## src/rtl/dram_cache_pkg.sv

```systemverilog
// Shared types and default sizes for the DRAM write-back cache.
// The optional flush engine is enabled by defining DRAM_WB_CACHE_FLUSH_EN,
// which adds the FLUSH state to the controller enum.
package dram_cache_pkg;

    // Default geometry: 8-bit word addresses, 64-bit words, 16 lines.
    localparam int ADDR_W      = 8;
    localparam int DATA_W      = 64;
    localparam int CACHE_IDX_W = 4;
    localparam int CACHE_TAG_W = ADDR_W - CACHE_IDX_W;

    // Controller states.
    typedef enum logic [2:0] {
        IDLE,
        LOOKUP,
        WB_REQ,
        WB_WAIT,
        FILL_REQ,
        FILL_WAIT,
        RESP
`ifdef DRAM_WB_CACHE_FLUSH_EN
        ,
        FLUSH
`endif
    } cache_state_e;

    // One cache line.
    // Its field widths come from the package sizes above, so a different
    // geometry is chosen by editing the package, not by overriding the
    // parameters on a single instance.
    typedef struct packed {
        logic                   valid;
        logic                   dirty;
        logic [CACHE_TAG_W-1:0] tag;
        logic [DATA_W-1:0]      data;
    } cache_line_t;

endpackage

```

## src/rtl/dram_wb_cache_array.sv

```systemverilog
// Tag/data/valid/dirty storage for the direct-mapped cache.
// The module has one index.
// That index drives a combinational read port and a synchronous
// whole-line write port.
// Valid and dirty bits clear asynchronously on rst.
// Tag and data storage is never reset.
module dram_wb_cache_array #(
    parameter int IDX_W  = 4,
    parameter int TAG_W  = 4,
    parameter int DATA_W = 64
) (
    input  logic              clk,
    input  logic              rst,
    input  logic [IDX_W-1:0]  idx,
    output logic              rd_valid,
    output logic              rd_dirty,
    output logic [TAG_W-1:0]  rd_tag,
    output logic [DATA_W-1:0] rd_data,
    input  logic              wr_en,
    input  logic              wr_valid,
    input  logic              wr_dirty,
    input  logic [TAG_W-1:0]  wr_tag,
    input  logic [DATA_W-1:0] wr_data
);
    import dram_cache_pkg::*;

    localparam int ENTRIES = 2 ** IDX_W;

    logic [ENTRIES-1:0] valid_q;
    logic [ENTRIES-1:0] dirty_q;
    logic [TAG_W-1:0]   tag_q  [ENTRIES];
    logic [DATA_W-1:0]  data_q [ENTRIES];

    // Combinational read of the addressed line.
    always_comb begin
        rd_valid = valid_q[idx];
        rd_dirty = dirty_q[idx];
        rd_tag   = tag_q[idx];
        rd_data  = data_q[idx];
    end

    // Line state bits; these are the only part of the array that is reset.
    always_ff @(posedge clk or posedge rst) begin
        if (rst) begin
            valid_q <= '0;
            dirty_q <= '0;
        end else if (wr_en) begin
            valid_q[idx] <= wr_valid;
            dirty_q[idx] <= wr_dirty;
        end
    end

    // Tag and data payload, written together with the state bits.
    always_ff @(posedge clk) begin
        if (wr_en) begin
            tag_q[idx]  <= wr_tag;
            data_q[idx] <= wr_data;
        end
    end

endmodule

```

## src/rtl/dram_wb_cache.sv

```systemverilog
// Direct-mapped, write-back, write-allocate cache in front of the DRAM bridge.
// Each line holds one 64-bit word.
// The bridge command port is used only for fills and evictions, and at most
// one bridge command is in flight at a time.
// Defining DRAM_WB_CACHE_FLUSH_EN adds flush_req/flush_done.
// With the flush enabled, all dirty lines are written back in ascending
// index order.
module dram_wb_cache #(
    parameter int IDX_W  = dram_cache_pkg::CACHE_IDX_W,
    parameter int ADDR_W = dram_cache_pkg::ADDR_W,
    parameter int DATA_W = dram_cache_pkg::DATA_W
) (
    input  logic              clk,
    input  logic              rst,
`ifdef DRAM_WB_CACHE_FLUSH_EN
    input  logic              flush_req,
    output logic              flush_done,
`endif
    input  logic              req_valid,
    output logic              req_ready,
    input  logic              req_wr,
    input  logic [ADDR_W-1:0] req_addr,
    input  logic [DATA_W-1:0] req_wdata,
    output logic              rsp_valid,
    output logic [DATA_W-1:0] rsp_rdata,
    output logic              C_in_valid,
    output logic              C_r_wb,
    output logic [ADDR_W-1:0] C_addr,
    output logic [DATA_W-1:0] C_data_w,
    input  logic              C_out_valid,
    input  logic [DATA_W-1:0] C_data_r
);
    import dram_cache_pkg::*;

    localparam int TAG_W = ADDR_W - IDX_W;

    cache_state_e      state_q;
    cache_state_e      state_d;
    logic [ADDR_W-1:0] addr_q;
    logic              wr_q;
    logic [DATA_W-1:0] wdata_q;
    logic [DATA_W-1:0] rdata_q;
    logic [DATA_W-1:0] rdata_d;
    logic              cmd_r_wb_d;
    logic [ADDR_W-1:0] cmd_addr_d;
    logic [DATA_W-1:0] cmd_data_d;
    logic              accept;
    logic              hit;
    logic [IDX_W-1:0]  req_idx;
    logic [TAG_W-1:0]  req_tag;
    logic [IDX_W-1:0]  arr_idx;
    logic              arr_wr_en;
    cache_line_t       cur_line;
    cache_line_t       new_line;
    logic              rd_valid;
    logic              rd_dirty;
    logic [TAG_W-1:0]  rd_tag;
    logic [DATA_W-1:0] rd_data;

    assign req_idx = addr_q[IDX_W-1:0];
    assign req_tag = addr_q[ADDR_W-1:IDX_W];

`ifdef DRAM_WB_CACHE_FLUSH_EN
    localparam logic [IDX_W-1:0] LAST_IDX = '1;

    logic             flushing_q;
    logic             flushing_d;
    logic [IDX_W-1:0] flush_idx_q;
    logic [IDX_W-1:0] flush_idx_d;
    logic             flush_done_q;
    logic             flush_done_d;

    assign arr_idx    = flushing_q ? flush_idx_q : req_idx;
    assign flush_done = flush_done_q;
    assign req_ready  = (state_q == IDLE) && !rst && !flush_req;
`else
    assign arr_idx    = req_idx;
    assign req_ready  = (state_q == IDLE) && !rst;
`endif

    assign accept     = req_valid && req_ready;
    assign cur_line   = {rd_valid, rd_dirty, rd_tag, rd_data};
    assign hit        = cur_line.valid && (cur_line.tag == req_tag);
    assign rsp_valid  = (state_q == RESP);
    assign rsp_rdata  = rsp_valid ? rdata_q : '0;
    assign C_in_valid = (state_q == WB_REQ) || (state_q == FILL_REQ);

    dram_wb_cache_array #(
        .IDX_W  (IDX_W),
        .TAG_W  (TAG_W),
        .DATA_W (DATA_W)
    ) u_array (
        .clk      (clk),
        .rst      (rst),
        .idx      (arr_idx),
        .rd_valid (rd_valid),
        .rd_dirty (rd_dirty),
        .rd_tag   (rd_tag),
        .rd_data  (rd_data),
        .wr_en    (arr_wr_en),
        .wr_valid (new_line.valid),
        .wr_dirty (new_line.dirty),
        .wr_tag   (new_line.tag),
        .wr_data  (new_line.data)
    );

    // Next-state logic.
    // Also decides the line write and the command register loads.
    always_comb begin
        state_d    = state_q;
        rdata_d    = rdata_q;
        cmd_r_wb_d = C_r_wb;
        cmd_addr_d = C_addr;
        cmd_data_d = C_data_w;
        arr_wr_en  = 1'b0;
        new_line   = cur_line;
`ifdef DRAM_WB_CACHE_FLUSH_EN
        flushing_d   = flushing_q;
        flush_idx_d  = flush_idx_q;
        flush_done_d = 1'b0;
`endif
        case (state_q)
            IDLE: begin
`ifdef DRAM_WB_CACHE_FLUSH_EN
                if (flush_req) begin
                    state_d     = FLUSH;
                    flushing_d  = 1'b1;
                    flush_idx_d = '0;
                end else
`endif
                if (accept) begin
                    state_d = LOOKUP;
                    rdata_d = '0;
                end
            end
            LOOKUP: begin
                if (hit) begin
                    if (wr_q) begin
                        arr_wr_en      = 1'b1;
                        new_line.data  = wdata_q;
                        new_line.dirty = 1'b1;
                    end else begin
                        rdata_d = cur_line.data;
                    end
                    state_d = RESP;
                end else if (cur_line.valid && cur_line.dirty) begin
                    cmd_r_wb_d = 1'b0;
                    cmd_addr_d = {cur_line.tag, req_idx};
                    cmd_data_d = cur_line.data;
                    state_d    = WB_REQ;
                end else if (wr_q) begin
                    arr_wr_en      = 1'b1;
                    new_line.valid = 1'b1;
                    new_line.dirty = 1'b1;
                    new_line.tag   = req_tag;
                    new_line.data  = wdata_q;
                    state_d        = RESP;
                end else begin
                    cmd_r_wb_d = 1'b1;
                    cmd_addr_d = addr_q;
                    state_d    = FILL_REQ;
                end
            end
            WB_REQ: begin
                state_d = WB_WAIT;
            end
            WB_WAIT: begin
                if (C_out_valid) begin
                    arr_wr_en      = 1'b1;
                    new_line.dirty = 1'b0;
`ifdef DRAM_WB_CACHE_FLUSH_EN
                    if (flushing_q) begin
                        if (flush_idx_q == LAST_IDX) begin
                            state_d      = IDLE;
                            flushing_d   = 1'b0;
                            flush_done_d = 1'b1;
                        end else begin
                            flush_idx_d = flush_idx_q + 1'b1;
                            state_d     = FLUSH;
                        end
                    end else
`endif
                    if (wr_q) begin
                        new_line.valid = 1'b1;
                        new_line.dirty = 1'b1;
                        new_line.tag   = req_tag;
                        new_line.data  = wdata_q;
                        state_d        = RESP;
                    end else begin
                        cmd_r_wb_d = 1'b1;
                        cmd_addr_d = addr_q;
                        state_d    = FILL_REQ;
                    end
                end
            end
            FILL_REQ: begin
                state_d = FILL_WAIT;
            end
            FILL_WAIT: begin
                if (C_out_valid) begin
                    arr_wr_en      = 1'b1;
                    new_line.valid = 1'b1;
                    new_line.dirty = 1'b0;
                    new_line.tag   = req_tag;
                    new_line.data  = C_data_r;
                    rdata_d        = C_data_r;
                    state_d        = RESP;
                end
            end
            RESP: begin
                state_d = IDLE;
            end
`ifdef DRAM_WB_CACHE_FLUSH_EN
            FLUSH: begin
                if (cur_line.valid && cur_line.dirty) begin
                    cmd_r_wb_d = 1'b0;
                    cmd_addr_d = {cur_line.tag, flush_idx_q};
                    cmd_data_d = cur_line.data;
                    state_d    = WB_REQ;
                end else if (flush_idx_q == LAST_IDX) begin
                    state_d      = IDLE;
                    flushing_d   = 1'b0;
                    flush_done_d = 1'b1;
                end else begin
                    flush_idx_d = flush_idx_q + 1'b1;
                end
            end
`endif
            default: begin
                state_d = IDLE;
            end
        endcase
    end

    // State register, request latches, response data and held bridge command fields.
    always_ff @(posedge clk or posedge rst) begin
        if (rst) begin
            state_q  <= IDLE;
            addr_q   <= '0;
            wr_q     <= 1'b0;
            wdata_q  <= '0;
            rdata_q  <= '0;
            C_r_wb   <= 1'b0;
            C_addr   <= '0;
            C_data_w <= '0;
        end else begin
            state_q  <= state_d;
            rdata_q  <= rdata_d;
            C_r_wb   <= cmd_r_wb_d;
            C_addr   <= cmd_addr_d;
            C_data_w <= cmd_data_d;
            if (accept) begin
                addr_q  <= req_addr;
                wr_q    <= req_wr;
                wdata_q <= req_wdata;
            end
        end
    end

`ifdef DRAM_WB_CACHE_FLUSH_EN
    // Flush walk position and completion pulse.
    always_ff @(posedge clk or posedge rst) begin
        if (rst) begin
            flushing_q   <= 1'b0;
            flush_idx_q  <= '0;
            flush_done_q <= 1'b0;
        end else begin
            flushing_q   <= flushing_d;
            flush_idx_q  <= flush_idx_d;
            flush_done_q <= flush_done_d;
        end
    end
`endif

endmodule

```

## config.mk

```make
export PLATFORM = sky130hd
export DESIGN_NAME = dram_wb_cache
export DESIGN_NICKNAME = d
export VERILOG_FILES = /design/src/rtl/dram_cache_pkg.sv /design/src/rtl/dram_wb_cache_array.sv /design/src/rtl/dram_wb_cache.sv
export SDC_FILE = /design/constraint.sdc
export NUM_CORES = 2
export LEC_CHECK = 0
export BUFFER_PORTS_ARGS = -buffer_cell sky130_fd_sc_hd__buf_2
export CAP_MARGIN = 30
export CELL_PAD_IN_SITES_DETAIL_PLACEMENT = 0
export CELL_PAD_IN_SITES_GLOBAL_PLACEMENT = 1
export CORE_ASPECT_RATIO = 1.75
export CORE_MARGIN = 5
export CORE_UTILIZATION = 58
export DETAILED_ROUTE_END_ITERATION = 16
export PLACE_DENSITY_LB_ADDON = 0.1
export SLEW_MARGIN = 15
export SYNTH_ARGS = -nofsm -noshare
export SYNTH_HDL_FRONTEND = slang
export SYNTH_SLANG_ARGS = --single-unit
```

## constraint.sdc

```tcl
create_clock -name clk -period 20.2 [get_ports clk]
set_clock_uncertainty 0.1 [all_clocks]
set_input_delay 2.02 -clock clk [delete_from_list [all_inputs] [get_ports clk]]
set_output_delay 2.02 -clock clk [all_outputs]
set_load 0.01 [all_outputs]
```

==> Word level (Yosys, flattened, before mapping) <==
Memory sizes are Yosys's and may differ from the RTL's.
Cells that the tools add are included.
{ "classes": {"n_lt_le_gt_ge": 2, "n_eq_ne": 13, "n_mux": 50, "bitwise_logic": 1, "n_reduce_logical": 15} }
{ "ops": {"columns": ["operator", "count"], "rows": [
  ["2-to-1 mux 64 bit", 7],
  ["2-to-1 mux 70 bit", 5],
  ["one-hot mux 70 bit (3 select lines)", 1],
  ["one-hot mux 64 bit (3 select lines)", 1],
  ["bitwise mux 16 bit", 2],
  ["2-to-1 mux 8 bit", 4],
  ["one-hot mux 3 bit (6 select lines)", 1],
  ["2-to-1 mux 1 bit", 16],
  ["one-hot mux 8 bit (2 select lines)", 1],
  ["2-to-1 mux 3 bit", 5],
  ["inequality test 2 bit, second input constant", 6],
  ["== test 3 bit, second input constant", 3],
  ["AND reduction 3 bit", 3],
  ["binary-select mux 1 bit (select 4 bit)", 2],
  ["== test 3 x 2 -> 1 bit, second input constant", 2],
  ["logical AND 1 bit", 5],
  ["less-than comparator 4 x 5 -> 1 bit, second input constant", 1],
  ["AND reduction 5 bit", 1],
  ["demux 1 bit (select 4 bit)", 1],
  ["== test 4 bit", 1],
  ["greater-or-equal comparator 4 x 1 -> 1 bit, second input constant", 1],
  ["2-to-1 mux 4 bit", 1],
  ["one-hot mux 1 bit (2 select lines)", 2],
  ["== test 3 x 1 -> 1 bit, second input constant", 1],
  ["other kinds (8)", 8]
]} }
{ "totals": {"register_bits": 245, "ram_bits": 1088, "input_bits": 141, "word_cells": 93, "memories": 2} }
{ "memory_table": {"columns": ["memory", "depth", "word_bits", "read_ports", "rd_ports_with_merged_regs", "write_ports", "line", "source"], "rows": [
  ["u_array.data_q", 16, 64, 1, 0, 1, "dram_wb_cache_array.sv:32", "logic [DATA_W-1:0] data_q [ENTRIES];"],
  ["u_array.tag_q", 16, 4, 1, 0, 1, "dram_wb_cache_array.sv:31", "logic [TAG_W-1:0] tag_q [ENTRIES];"]
]} }

==> Longest topological paths before layout <==
{ "logic_depth": {"word_depth": 8, "ltp_mapped": 13, "depth_no_buf": 8} }

==> Cells and area by module <==
Synthesis repeated with hierarchy kept, for this count alone.
{ "unflattened": {"hier_cells": 2812, "area_unflattened_um2": 55064.1} }
{ "modules_own_cells": {"columns": ["module", "n_inst", "cells_each", "area_per_inst_um2", "seq_area_each_um2"], "rows": [
  ["dram_wb_cache_array", 1, 1772, 42137.9, 33472.1],
  ["dram_wb_cache", 1, 1040, 12926.1, 5330.1]
]} }

==> Worst setup path after synthesis <==
OpenSTA, ideal clock, no wires.
{ "synth_timing": {"path_kind": "in2reg", "from": "input port C_out_valid", "to": "register u_array.dirty_q[12]", "setup_ns": 0.084, "arrival_ns": 7.050, "slack_ns": 12.966, "path_stages": 6, "n_path_buf": 0, "path_cell_list": "nand2_1 -> o21a_1 -> o22ai_1 -> nand2_1 -> nor4_2 -> mux2_2"} }
{ "synth_between": {"elab_chain_len": 3} }
{ "synth_rtl": {"columns": ["item", "line", "source"], "rows": [
  ["start, declared", "dram_wb_cache.sv:30", "input logic C_out_valid,"],
  ["2-to-1 mux 70 bit, on equally long branches", "dram_wb_cache.sv:200, dram_wb_cache.sv:168", null],
  ["one-hot mux 70 bit (3 select lines)", "dram_wb_cache.sv:122", "case (state_q)"],
  ["bitwise mux 16 bit", "dram_wb_cache_array.sv:49", "dirty_q[idx] <= wr_dirty;"],
  ["end signal, assigned by index", "dram_wb_cache_array.sv:49", null],
  ["end, declared", "dram_wb_cache_array.sv:30", "logic [ENTRIES-1:0] dirty_q;"]
]} }
Parallel ways exist; a longest one is shown, timed or not.
A chain may end at the register's enable or synchronous reset.

==> Final worst setup path <==
{ "layout_timing": {"from": "register addr_q[3]", "to": "register u_array.dirty_q[13]"} }
{ "layout_between": {"elab_chain_len": 7} }
{ "layout_rtl": {"columns": ["item", "line", "source"], "rows": [
  ["start, declared", "dram_wb_cache.sv:39", "logic [ADDR_W-1:0] addr_q;"],
  ["start signal, assigned", "dram_wb_cache.sv:253", "addr_q <= req_addr;"],
  ["binary-select mux 1 bit (select 4 bit), on equally long branches", "dram_wb_cache_array.sv:37, dram_wb_cache_array.sv:36", null],
  ["2-to-1 mux 1 bit, on equally long branches", "dram_wb_cache_array.sv:37, dram_wb_cache_array.sv:36", null],
  ["2-to-1 mux 70 bit / logical AND 1 bit (equally long branches)", "dram_wb_cache.sv:151, dram_wb_cache.sv:146", null],
  ["2-to-1 mux 70 bit", "dram_wb_cache.sv:146", "end else if (cur_line.valid && cur_line.dirty) begin"],
  ["2-to-1 mux 1 bit", "dram_wb_cache.sv:137", "if (hit) begin"],
  ["one-hot mux 70 bit (3 select lines)", "dram_wb_cache.sv:122", null],
  ["bitwise mux 16 bit", "dram_wb_cache_array.sv:49", null]
]} }
Parallel ways exist; a longest one is shown, timed or not. The select of a mux whose other input is x is not followed.

==> out/metrics.cfg <==
[sta]
tns_ps=0
period_needed_ps=6267
whs_ps=388.0
hold_viol=0
finalSetupViolations=0
worst_pin_slew_ps=1077
maxSlewHeadroom_pct=28.21
fmax_ghz=0.1596
finalCritPeriodShare_pct=31.03
drv_slew=0
rsz0062_at_grt=false

[clock_tree]
cts_max_path_buffers=3
post_cts_resized=0
clk_latency_ps=720
post-cts-setup-buffers=0
hold_buffers=0
root_buffer=clkbuf_16
cts_sinks=1333
cts_tree=built
numCtsBuffers=114
clk_pin_slew_ps=70
htreeDepth=3

[floorplan]
initial_core_util_pct=58.37
coreArea_um2=91780
fp.dieW_um=239.7
die_area_um2=98780
die_h_um=412.0
num_rows=147
design.portCount=281

[grt]
grt_antenna_before_repair=1
use_met2_pct=48.26
grt-ovfl-total=0
use_met3_pct=3.800
busiest_layer=met2
grt.met1_usage_pct=37.35
grtUsageTotal_pct=27.70
grt_pass1_wl_um=199100
grt_pass1_vias=29170
grt_max_degree=112

[synth]
syn_avg_cell_area_um2=20.73
ys_types=53
ys_seq_area_share_pct=72.43
synth_ff_type=edfxtp_1
yosysWarnings=0
synth_area_um2=53570
synth_async_sr_flop_share_pct=18.38
synth_nets=2725
synth_edf_count=1088
ys_seq_elements=1333
synthCells=2584

[cells_and_area]
layout_common_cells=1,088 x edfxtp_1, 339 x mux4_2, 280 x buf_2
drive_gt1_share_pct=38.17
area_growth_syn_to_layout_pct=13.12
final_core_util_pct=66.02
layout_commonest_cell=edfxtp_1
final_area_um2=60600
fin_nets=3028

[detailed_routing]
drtIter0Drc=2944
viasPerCell=6.609
vias=27640
drt-pass1-iter-count=5
wirelength_um=135400
wire_per_inst_um=32.37
drc=0
ant_nets=0

[setup_path]
path_class=flip-flop to flip-flop
r2r_slack_ps=13930
path_buf_inv=5
cp_top_family=buffers and inverters
cp_num_cells=13
crit_path_end_kind=flip-flop
cp_slowest_stage_delay_ps=980
worstPathArrival_ps=6770
crit_top_cell=buf_4
rr_endpoint=u_array.dirty_q[13]$_DFFE_PP0P_
reg2reg_depth=13
cp_max_fo=47
critical_path_required_ps=20700
cp_slowest_cell=dfrtp_4
path_cells=buf_4, buf_16, mux4_2, or4b_1, nand2_1, nor4_2, o41ai_4, a21oi_4, buf_16, nor4_4, buf_4, buf_4, mux2_2
start_kind=flip-flop
r2r_start=addr_q[3]$_DFFE_PP0P_

[place]
dp_hpwl_um=76890
gp_congestion=0.8393
postPlaceCellArea_um2=56570
port_buffers=280

[power]
sequentialPowerShare_pct=44.0
switchingPower_mw=3.192
clockPowerShare_pct=22.8
power_density_nw_per_um2=162.3
p_comb_share_pct=33.2
p_leak_nw=21.34
p_sw_share_pct=32.46
peakVddDrop_mv=0.08463
fin_total_pwr_mw=9.834
p_int_mw=6.642

[worst_hold_path]
min_delay_worst_endpoint=u_array.dirty_q[1]$_DFFE_PP0P_
hp-class=flip-flop to flip-flop
holdPathStages=1
min_from=u_array.dirty_q[1]$_DFFE_PP0P_

[run]
maxCapViolations=0

[outcome]
status=completed

cells in the mapped netlist (2+ instances only):
library cell	instances	share of area, %
nand2b_1	8	0.093
and3_1	2	0.023
a22oi_1	2	0.028
mux4_2	339	14
a22o_1	65	1.1
and2_1	103	1.2
mux2_2	228	4.8
nor2b_1	29	0.34
o311a_1	2	0.037
o21a_1	2	0.028
o22ai_1	6	0.070
a221o_1	64	1.2
dfrtp_1	245	11
nand2_1	42	0.29
buf_6	2	0.042
or2_2	3	0.035
mux2_1	20	0.42
o22a_1	3	0.049
nor4_2	8	0.19
a211oi_1	2	0.028
clkbuf_1	102	0.71
a21oi_1	20	0.19
mux2i_1	13	0.24
nor3_1	5	0.047
buf_1	39	0.27
nor2_1	13	0.091
o31ai_1	25	0.35
o211ai_1	2	0.028
a2bb2oi_1	6	0.098
nor4_4	10	0.40
buf_2	25	0.23
o21ai_0	31	0.29
a211o_1	3	0.049
xnor2_1	2	0.033
edfxtp_1	1088	61
inv_1	6	0.042
nand3_1	3	0.028
area by class of cell:
type,instances,area [µm²]
fillers,6053,31180
flip-flops and latches,1333,38820
repair buffers,356,2226
clock inverters,63,638.1
multi-input cells,1076,14190
clock buffers,155,3199
diodes,1,2.502
well taps,1192,1491
inverters,6,30.03
power groups by stage:
stage	Combinational [mW]	Sequential (mW)	Clock (mW)
finish	3.26	4.33	2.24
global route	3.50	4.36	2.39
CTS	3.24	4.33	2.27
detailed placement	3.24	4.39	0
global placement	3.08	4.37	0
floorplan	2.33	4.22	0
metrics by stage:
| step | std cells | worst slack [ps] |
|---|---|---|
| 2_1_floorplan | 2584 | 11350 |
| 3_3_place_gp | 3949 | 13690 |
| 3_5_place_dp | 3955 | 13660 |
| 4_1_cts | 4173 | 13630 |
| 5_1_grt | 4182 | 13730 |
| 6_report | 4182 | 13930 |
routing by layer:
metal	part of all wire (%)	up-vias	routed length [µm]
met5	0	-	0
met4	2.5	0	3328
met3	7.0	179	9519
met2	53	1269	71710
met1	38	14900	50820
li1	-	11290	-
state kept, by name (all words and copies together), names as in the netlist, 16 cells and up:
name	cells
C_data_w	64
rdata_q	64
u_array.data_q	1024
u_array.dirty_q	16
u_array.tag_q	64
u_array.valid_q	16
wdata_q	64
worst register-to-register path, delay by kind of cell (launching register included):
kind | cells | cell delay (ps)
buffers and inverters | 5 | 2360
AO/OA/AOI/OAI | 2 | 930
AND/OR/NAND/NOR | 4 | 890
multiplexers | 2 | 900
flip-flops | 1 | 980
how the worst max path moves through the flow:
stage | from | to
finish | addr_q[3]$_DFFE_PP0P_ | u_array.dirty_q[13]$_DFFE_PP0P_
global route | addr_q[3]$_DFFE_PP0P_ | u_array.valid_q[13]$_DFFE_PP0P_
CTS | addr_q[3]$_DFFE_PP0P_ | u_array.data_q[10][29]$_DFFE_PP_
detailed placement | addr_q[3]$_DFFE_PP0P_ | u_array.data_q[10][28]$_DFFE_PP_
global placement | addr_q[3]$_DFFE_PP0P_ | u_array.data_q[10][37]$_DFFE_PP_
floorplan | rst | C_addr[0]$_DFFE_PP0P_
logic make-up (layout without fill, tap and decap cells):
family                 Yosys count  count (layout)  share of synthesized area, %
AO/OA/AOI/OAI                  242             242                         3.674
XOR/XNOR                         3               3                       0.04906
buffers and inverters          175             580                         1.320
flip-flops                    1333            1333                         72.43
multiplexers                   600             600                         19.71
other                            0               1                             0
AND/OR/NAND/NOR                231             231                         2.817
Note: power is estimated with default switching activity, not from simulation.
